==> src/rtl/mips_pkg.sv <==
`default_nettype none
// ============================================================================
//  Module      : mips_pkg
//  Description : Shared definitions for the MIPS PC sequencer.
//                Sequencer state encoding and the default reset/exception
//                vectors.
//  Revision    : 1.0 - initial release
// ============================================================================
package mips_pkg;

    // Sequencer state encoding (2-bit)
    typedef enum logic [1:0] {
        ST_BOOT = 2'd0,
        ST_RUN  = 2'd1,
        ST_HALT = 2'd2
    } seq_state_e;

    localparam logic [31:0] DEFAULT_RESET_VECTOR = 32'h0000_0000;
    localparam logic [31:0] DEFAULT_EXC_VECTOR   = 32'h0000_0080;

endpackage : mips_pkg
`default_nettype wire

==> src/rtl/next_pc_calc.sv <==
`default_nettype none
// ============================================================================
//  Module      : next_pc_calc
//  Description : Combinational next-PC priority mux for the RUN state.
//                Picks exactly one source (exception, misaligned JR, stall,
//                halt, JR, jump, branch, sequential) and reports the side
//                effects the sequencer must apply.
//  Ports       : pc_i/pc_plus4_i      current PC and PC+4
//                *_i control inputs   decoded control requests
//                pc_next_o            PC to load on the next edge
//                epc_load_o           save current PC into EPC
//                misaligned_o         JR target not word aligned
//                retire_o             instruction retires this cycle
//                enter_halt_o         move to HALT
//  Revision    : 1.0 - initial release
// ============================================================================
module next_pc_calc #(
    parameter logic [31:0] EXC_VECTOR = 32'h0000_0080
) (
    input  logic [31:0] pc_i,
    input  logic [31:0] pc_plus4_i,
    input  logic        stall_i,
    input  logic        branch_taken_i,
    input  logic [31:0] branch_offset_i,
    input  logic        jump_i,
    input  logic [25:0] jump_index_i,
    input  logic        jr_i,
    input  logic [31:0] jr_target_i,
    input  logic        exception_i,
    input  logic        halt_i,
    output logic [31:0] pc_next_o,
    output logic        epc_load_o,
    output logic        misaligned_o,
    output logic        retire_o,
    output logic        enter_halt_o
);

    logic w_jr_misaligned;
    assign w_jr_misaligned = jr_i && (jr_target_i[1:0] != 2'b00);

    always_comb begin
        pc_next_o    = pc_plus4_i;
        epc_load_o   = 1'b0;
        misaligned_o = 1'b0;
        retire_o     = 1'b1;
        enter_halt_o = 1'b0;

        if (exception_i) begin
            pc_next_o  = EXC_VECTOR;
            epc_load_o = 1'b1;
            retire_o   = 1'b0;
        end else if (w_jr_misaligned) begin
            pc_next_o    = EXC_VECTOR;
            epc_load_o   = 1'b1;
            misaligned_o = 1'b1;
            retire_o     = 1'b0;
        end else if (stall_i) begin
            pc_next_o = pc_i;
            retire_o  = 1'b0;
        end else if (halt_i) begin
            // The halt instruction itself retires; fetch resumes after it.
            pc_next_o    = pc_plus4_i;
            enter_halt_o = 1'b1;
        end else if (jr_i) begin
            pc_next_o = jr_target_i;
        end else if (jump_i) begin
            pc_next_o = {pc_plus4_i[31:28], jump_index_i, 2'b00};
        end else if (branch_taken_i) begin
            pc_next_o = pc_plus4_i + {branch_offset_i[29:0], 2'b00};
        end
    end

endmodule : next_pc_calc
`default_nettype wire

==> src/rtl/pc_sequencer.sv <==
`default_nettype none
// ============================================================================
//  Module      : pc_sequencer
//  Description : Owns the MIPS program counter. BOOT/RUN/HALT state machine,
//                EPC capture, retired-instruction counter and misaligned-JR
//                pulse. Next-PC selection lives in next_pc_calc.
//  Ports       : clk, rst_n           clock / async active-low reset
//                stall .. resume      control requests from decode
//                pc, pc_plus4         fetch address and its successor
//                fetch_valid          pc is a valid fetch (RUN state)
//                epc                  PC saved on last exception
//                instret              retired-instruction counter
//                misaligned           one-cycle pulse on unaligned JR
//  Revision    : 1.0 - initial release
// ============================================================================
module pc_sequencer
    import mips_pkg::*;
#(
    parameter logic [31:0] RESET_VECTOR = DEFAULT_RESET_VECTOR,
    parameter logic [31:0] EXC_VECTOR   = DEFAULT_EXC_VECTOR
) (
    input  logic        clk,
    input  logic        rst_n,
    input  logic        stall,
    input  logic        branch_taken,
    input  logic [31:0] branch_offset,
    input  logic        jump,
    input  logic [25:0] jump_index,
    input  logic        jr,
    input  logic [31:0] jr_target,
    input  logic        exception,
    input  logic        halt,
    input  logic        resume,
    output logic [31:0] pc,
    output logic [31:0] pc_plus4,
    output logic        fetch_valid,
    output logic [31:0] epc,
    output logic [31:0] instret,
    output logic        misaligned
);

    seq_state_e  state_q;
    logic [31:0] pc_q;
    logic [31:0] epc_q;
    logic [31:0] instret_q;
    logic        misaligned_q;

    logic [31:0] pc_d;
    logic        w_epc_load;
    logic        w_misaligned;
    logic        w_retire;
    logic        w_enter_halt;

    assign pc_plus4 = pc_q + 32'd4;

    next_pc_calc #(
        .EXC_VECTOR (EXC_VECTOR)
    ) u_next_pc_calc (
        .pc_i            (pc_q),
        .pc_plus4_i      (pc_plus4),
        .stall_i         (stall),
        .branch_taken_i  (branch_taken),
        .branch_offset_i (branch_offset),
        .jump_i          (jump),
        .jump_index_i    (jump_index),
        .jr_i            (jr),
        .jr_target_i     (jr_target),
        .exception_i     (exception),
        .halt_i          (halt),
        .pc_next_o       (pc_d),
        .epc_load_o      (w_epc_load),
        .misaligned_o    (w_misaligned),
        .retire_o        (w_retire),
        .enter_halt_o    (w_enter_halt)
    );

    always_ff @(posedge clk or negedge rst_n) begin
        if (!rst_n) begin
            state_q      <= ST_BOOT;
            pc_q         <= RESET_VECTOR;
            epc_q        <= 32'd0;
            instret_q    <= 32'd0;
            misaligned_q <= 1'b0;
        end else begin
            misaligned_q <= 1'b0;
            case (state_q)
                ST_BOOT: begin
                    // One settling cycle; control inputs are ignored here.
                    state_q <= ST_RUN;
                end
                ST_RUN: begin
                    pc_q         <= pc_d;
                    misaligned_q <= w_misaligned;
                    if (w_epc_load)   epc_q     <= pc_q;
                    if (w_retire)     instret_q <= instret_q + 32'd1;
                    if (w_enter_halt) state_q   <= ST_HALT;
                end
                ST_HALT: begin
                    // Exception takes priority over resume.
                    if (exception) begin
                        pc_q    <= EXC_VECTOR;
                        epc_q   <= pc_q;
                        state_q <= ST_RUN;
                    end else if (resume) begin
                        state_q <= ST_RUN;
                    end
                end
                default: begin
                    state_q <= ST_BOOT;
                end
            endcase
        end
    end

    assign pc          = pc_q;
    assign epc         = epc_q;
    assign instret     = instret_q;
    assign misaligned  = misaligned_q;
    assign fetch_valid = (state_q == ST_RUN);

endmodule : pc_sequencer
`default_nettype wire

==> config.mk <==
export PLATFORM = sky130hd
export DESIGN_NAME = pc_sequencer
export DESIGN_NICKNAME = d
export VERILOG_FILES = /design/src/rtl/mips_pkg.sv /design/src/rtl/next_pc_calc.sv /design/src/rtl/pc_sequencer.sv
export SDC_FILE = /design/constraint.sdc
export NUM_CORES = 1
export LEC_CHECK = 0
export ABC_AREA = 1
export CAP_MARGIN = 20
export CORE_MARGIN = 3
export CORE_UTILIZATION = 50
export CTS_BUF_LIST = sky130_fd_sc_hd__clkbuf_16
export CTS_CLUSTER_DIAMETER = 60
export CTS_CLUSTER_SIZE = 24
export DETAILED_ROUTE_END_ITERATION = 6
export DONT_BUFFER_PORTS = 1
export GPL_TIMING_DRIVEN = 0
export SKIP_CTS_REPAIR_TIMING = 1
export SLEW_MARGIN = 20
export SYNTH_ARGS = -nofsm -noshare
export SYNTH_HDL_FRONTEND = slang
export SYNTH_SLANG_ARGS = --single-unit
==> constraint.sdc <==
create_clock -name clk -period 6.4 [get_ports clk]
set_input_delay 1.28 -clock clk [delete_from_list [all_inputs] [get_ports clk]]
set_output_delay 1.28 -clock clk [all_outputs]
set_load 0.01 [all_outputs]
==> out/qor.yml <==
run:
  drv_cap: 0
worst_setup_path:
  end_kind: "register"
  critPathLaunchType: "register"
  path_class: "reg2reg"
  cp_slowest_cell: "xor2_1"
  reg2reg_from: "pc[2]"
  cp-startpoint: "pc[2]"
  cpPeakStageDelay_ns: 0.50
  cp.required_ns: 6.63
  crit_fanout: 5
  crit_top_cell: "nand2_1"
  crit_chain: "ha_1, nand2_2, nor2_4, nand2_2, inv_2, nand3_2, nor3_4, xor2_1, inv_1, ha_1, nand2_1, nor2_1, inv_1, nor3_1, a21oi_1, nand2_1, nand2_1, o21ai_0, nand2_1, nand2_1, o21ai_0"
  cp.arrival_ns: 4.37
yosys:
  synth-main-ff-cell: "dfrtp_1"
  synth_fp_nets: 1332
  seq_area_frac_synth_pct: 31.0
  synth_cell_type_count: 50
  synth_cells: 1194
  netlist_area_sq_um: 7990
  synth_area_per_cell_sq_um: 6.69
  synth_area_leaders: "dfrtp_1 31%, nand2_1 16%, inv_1 6.8%"
  yosys.area.top_type: "dfrtp_1"
  synth_edf_count: 0
  synthArstFlopShare_pct: 100
  ys_warn_count: 0
  ys_ff_latch: 99
  synth_top_area_share_pct: 31.0
sta:
  tightest_slew_ns: 0.915
  rsz0062_at_grt: "false"
  clock_skew_ns: 0.00907
  hold_viol: 0
  report.final.slew_viol_count: 0
  finalWorstSetupSlack_ns: 2.26
  fmax_mhz: 242
  finalCritPeriodShare_pct: 64.7
  slew_headroom_pct: 38.6
  tns_ns: 0
  fin_crit_ns: 4.14
  setup_viol_count_final: 0
floorplan:
  core_area_sq_um: 15400
  die_x_microns: 132
  die_y_microns: 132
  rows: 45
  start_util_pct: 51.8
  io-pin-count: 229
  die_area_sq_um: 17500
status:
  outcome: "finished, final reports clean"
global_routing:
  grt_pass1_vias: 7381
  grt_max_degree: 100
  grt_pass1_wl_microns: 42100
  grt.total_usage_pct: 30.7
  antenna_found_initial: 5
  globalRouteOverflowTotal: 0
power:
  finalPower_mw: 2.16
  seq_power_share_pct: 40.0
  p_sw_share_pct: 44.1
  intPower_mw: 1.21
  ir_drop_mv: 0.143
  clkPwrFrac_pct: 25.7
  pwr-share-comb_pct: 34.2
  switching_power_mw: 0.955
  leakagePower_nw: 4.26
  power_density_nw_per_um2: 253
finish:
  fin_area_sq_um: 8550
  drive_gt1_share_pct: 5.87
  area_delta_synth_final_pct: 7.05
  multiInputGateArea_sq_um: 4800
  fillers: 1640
  fin_nets: 1343
  regArea_sq_um: 2480
routing:
  drtAntennaViolNets: 0
  viasPerCell: 5.63
  drt_iter0_markers: 732
  remaining_drc_errors: 0
  first_pass_iters: 5
  routedWlPerCell_microns: 19.4
  route.vias.total: 8010
  wl_microns: 27600
cts:
  cts_buffers: 9
  cts.htree.levels: 3
  cts.sinks: 99
  clock_latency_ns: 0.37
  cts_buffer_depth: 2
  path_clk_slew_ns: 0.08
  cts_root_buf: "clkbuf_16"
  cts_tree: "built"
placement:
  post-place-ws_ns: 2.49
  place_area_sq_um: 8250
  post-dp-hpwl_microns: 22500
  place_congestion: 0.982
  port_buffers: 0
hold_path:
  hold_path.class: "reg2reg"
  hold_start: "state_q[0]"
==> worst paths after layout <==
path | end | slack, ns | depth (start not counted)
hold / removal | state_q[0] | 0.45 | 1
max in group asynchronous | instret[6] | 5.66 | 0
hold reg to reg | state_q[0] | 0.45 | 1
setup reg to reg | pc[17] | 2.26 | 21
setup / recovery | pc[17] | 2.26 | 21
min in group asynchronous | epc[16] | 0.61 | 0
==> logic make-up after synthesis <==
logic type,share of synthesized area (%)
buffers and inverters,8.83
DFF,31.0
xor gates and xnor gates,5.91
adders and majority gates,6.20
and+or+nand+nor,33.3
AOI/OAI and AO/OA,14.8
==> registers in the layout, summed over array words and instances, names as in the netlist <==
signal	count
instret	32
pc	32
state_q	2
epc	32
misaligned	1
==> cell type report <==
class	count	share of cell area [%]
inverters	151	6.64
multi-input cells	914	56.2
plain buffers	30	1.61
diodes	3	0.0878
clock inverters	7	0.776
flip-flops and latches	99	29.0
well taps	211	3.09
clock buffers	9	2.63
==> critical path, delay by kind of cell (launching register included) <==
kind | cells | cell delay (ns)
xor+xnor | 1 | 0.50
compound gates | 3 | 0.46
fa+ha+maj | 2 | 0.71
flops | 1 | 0.46
simple gates | 12 | 1.47
buf+inv | 3 | 0.40
==> cells in the final DEF (no fill, tap or decap), drive strengths merged, types with 12 or more instances in the layout <==
master,instances
nand2,354
inv,152
nor2,121
dfrtp,99
o21ai,93
a21oi,84
nand3,65
xor2,41
ha,38
nor3,28
clkbuf,27
o22ai,18
nand4,15
xnor2,12
buf,12
==> cell usage after synthesis, types with 11 or more instances <==
cell      count
xor2_1       40
dfrtp_1      99
a21oi_1      84
clkbuf_1     18
o21ai_0      82
o22ai_1      18
xnor2_1      12
nand3_1      63
nand4_1      15
nand2_1     343
ha_1         38
nor3_1       23
nand2_2      11
nor2_1      107
inv_1       145
==> layer usage <==
| metal | vias to the layer above | GRT usage, % | wire, microns |
|---|---|---|---|
| met3 | 64 | 8.02 | 2640 |
| met2 | 401 | 44.0 | 11600 |
| met1 | 3632 | 44.6 | 12500 |
| met5 | - | 0 | 15 |
| met4 | 4 | 11.1 | 932 |
| li1 | 3909 | - | - |
==> power groups by stage <==
| stage | clock network (mW) | logic [mW] | registers [mW] |
|---|---|---|---|
| finish | 0.557 | 0.741 | 0.867 |
| global route | 0.588 | 0.825 | 0.881 |
| CTS | 0.566 | 0.725 | 0.868 |
| detailed placement | 0 | 0.721 | 0.880 |
| global placement | 0 | 0.718 | 0.878 |
| floorplan | 0 | 0.534 | 0.844 |
==> metrics by stage <==
stage / utilization, % / hold slack (ns) / cells
finish: 55.4 / 0.453 / 1424
global route: 55.4 / 0.477 / 1423
CTS: 55.4 / 0.457 / 1421
detailed placement: 53.5 / 0.446 / 1405
global placement: 53.5 / 0.443 / 1405
floorplan: - / 0.423 / 1194
Power figures use the tool's default switching activity.
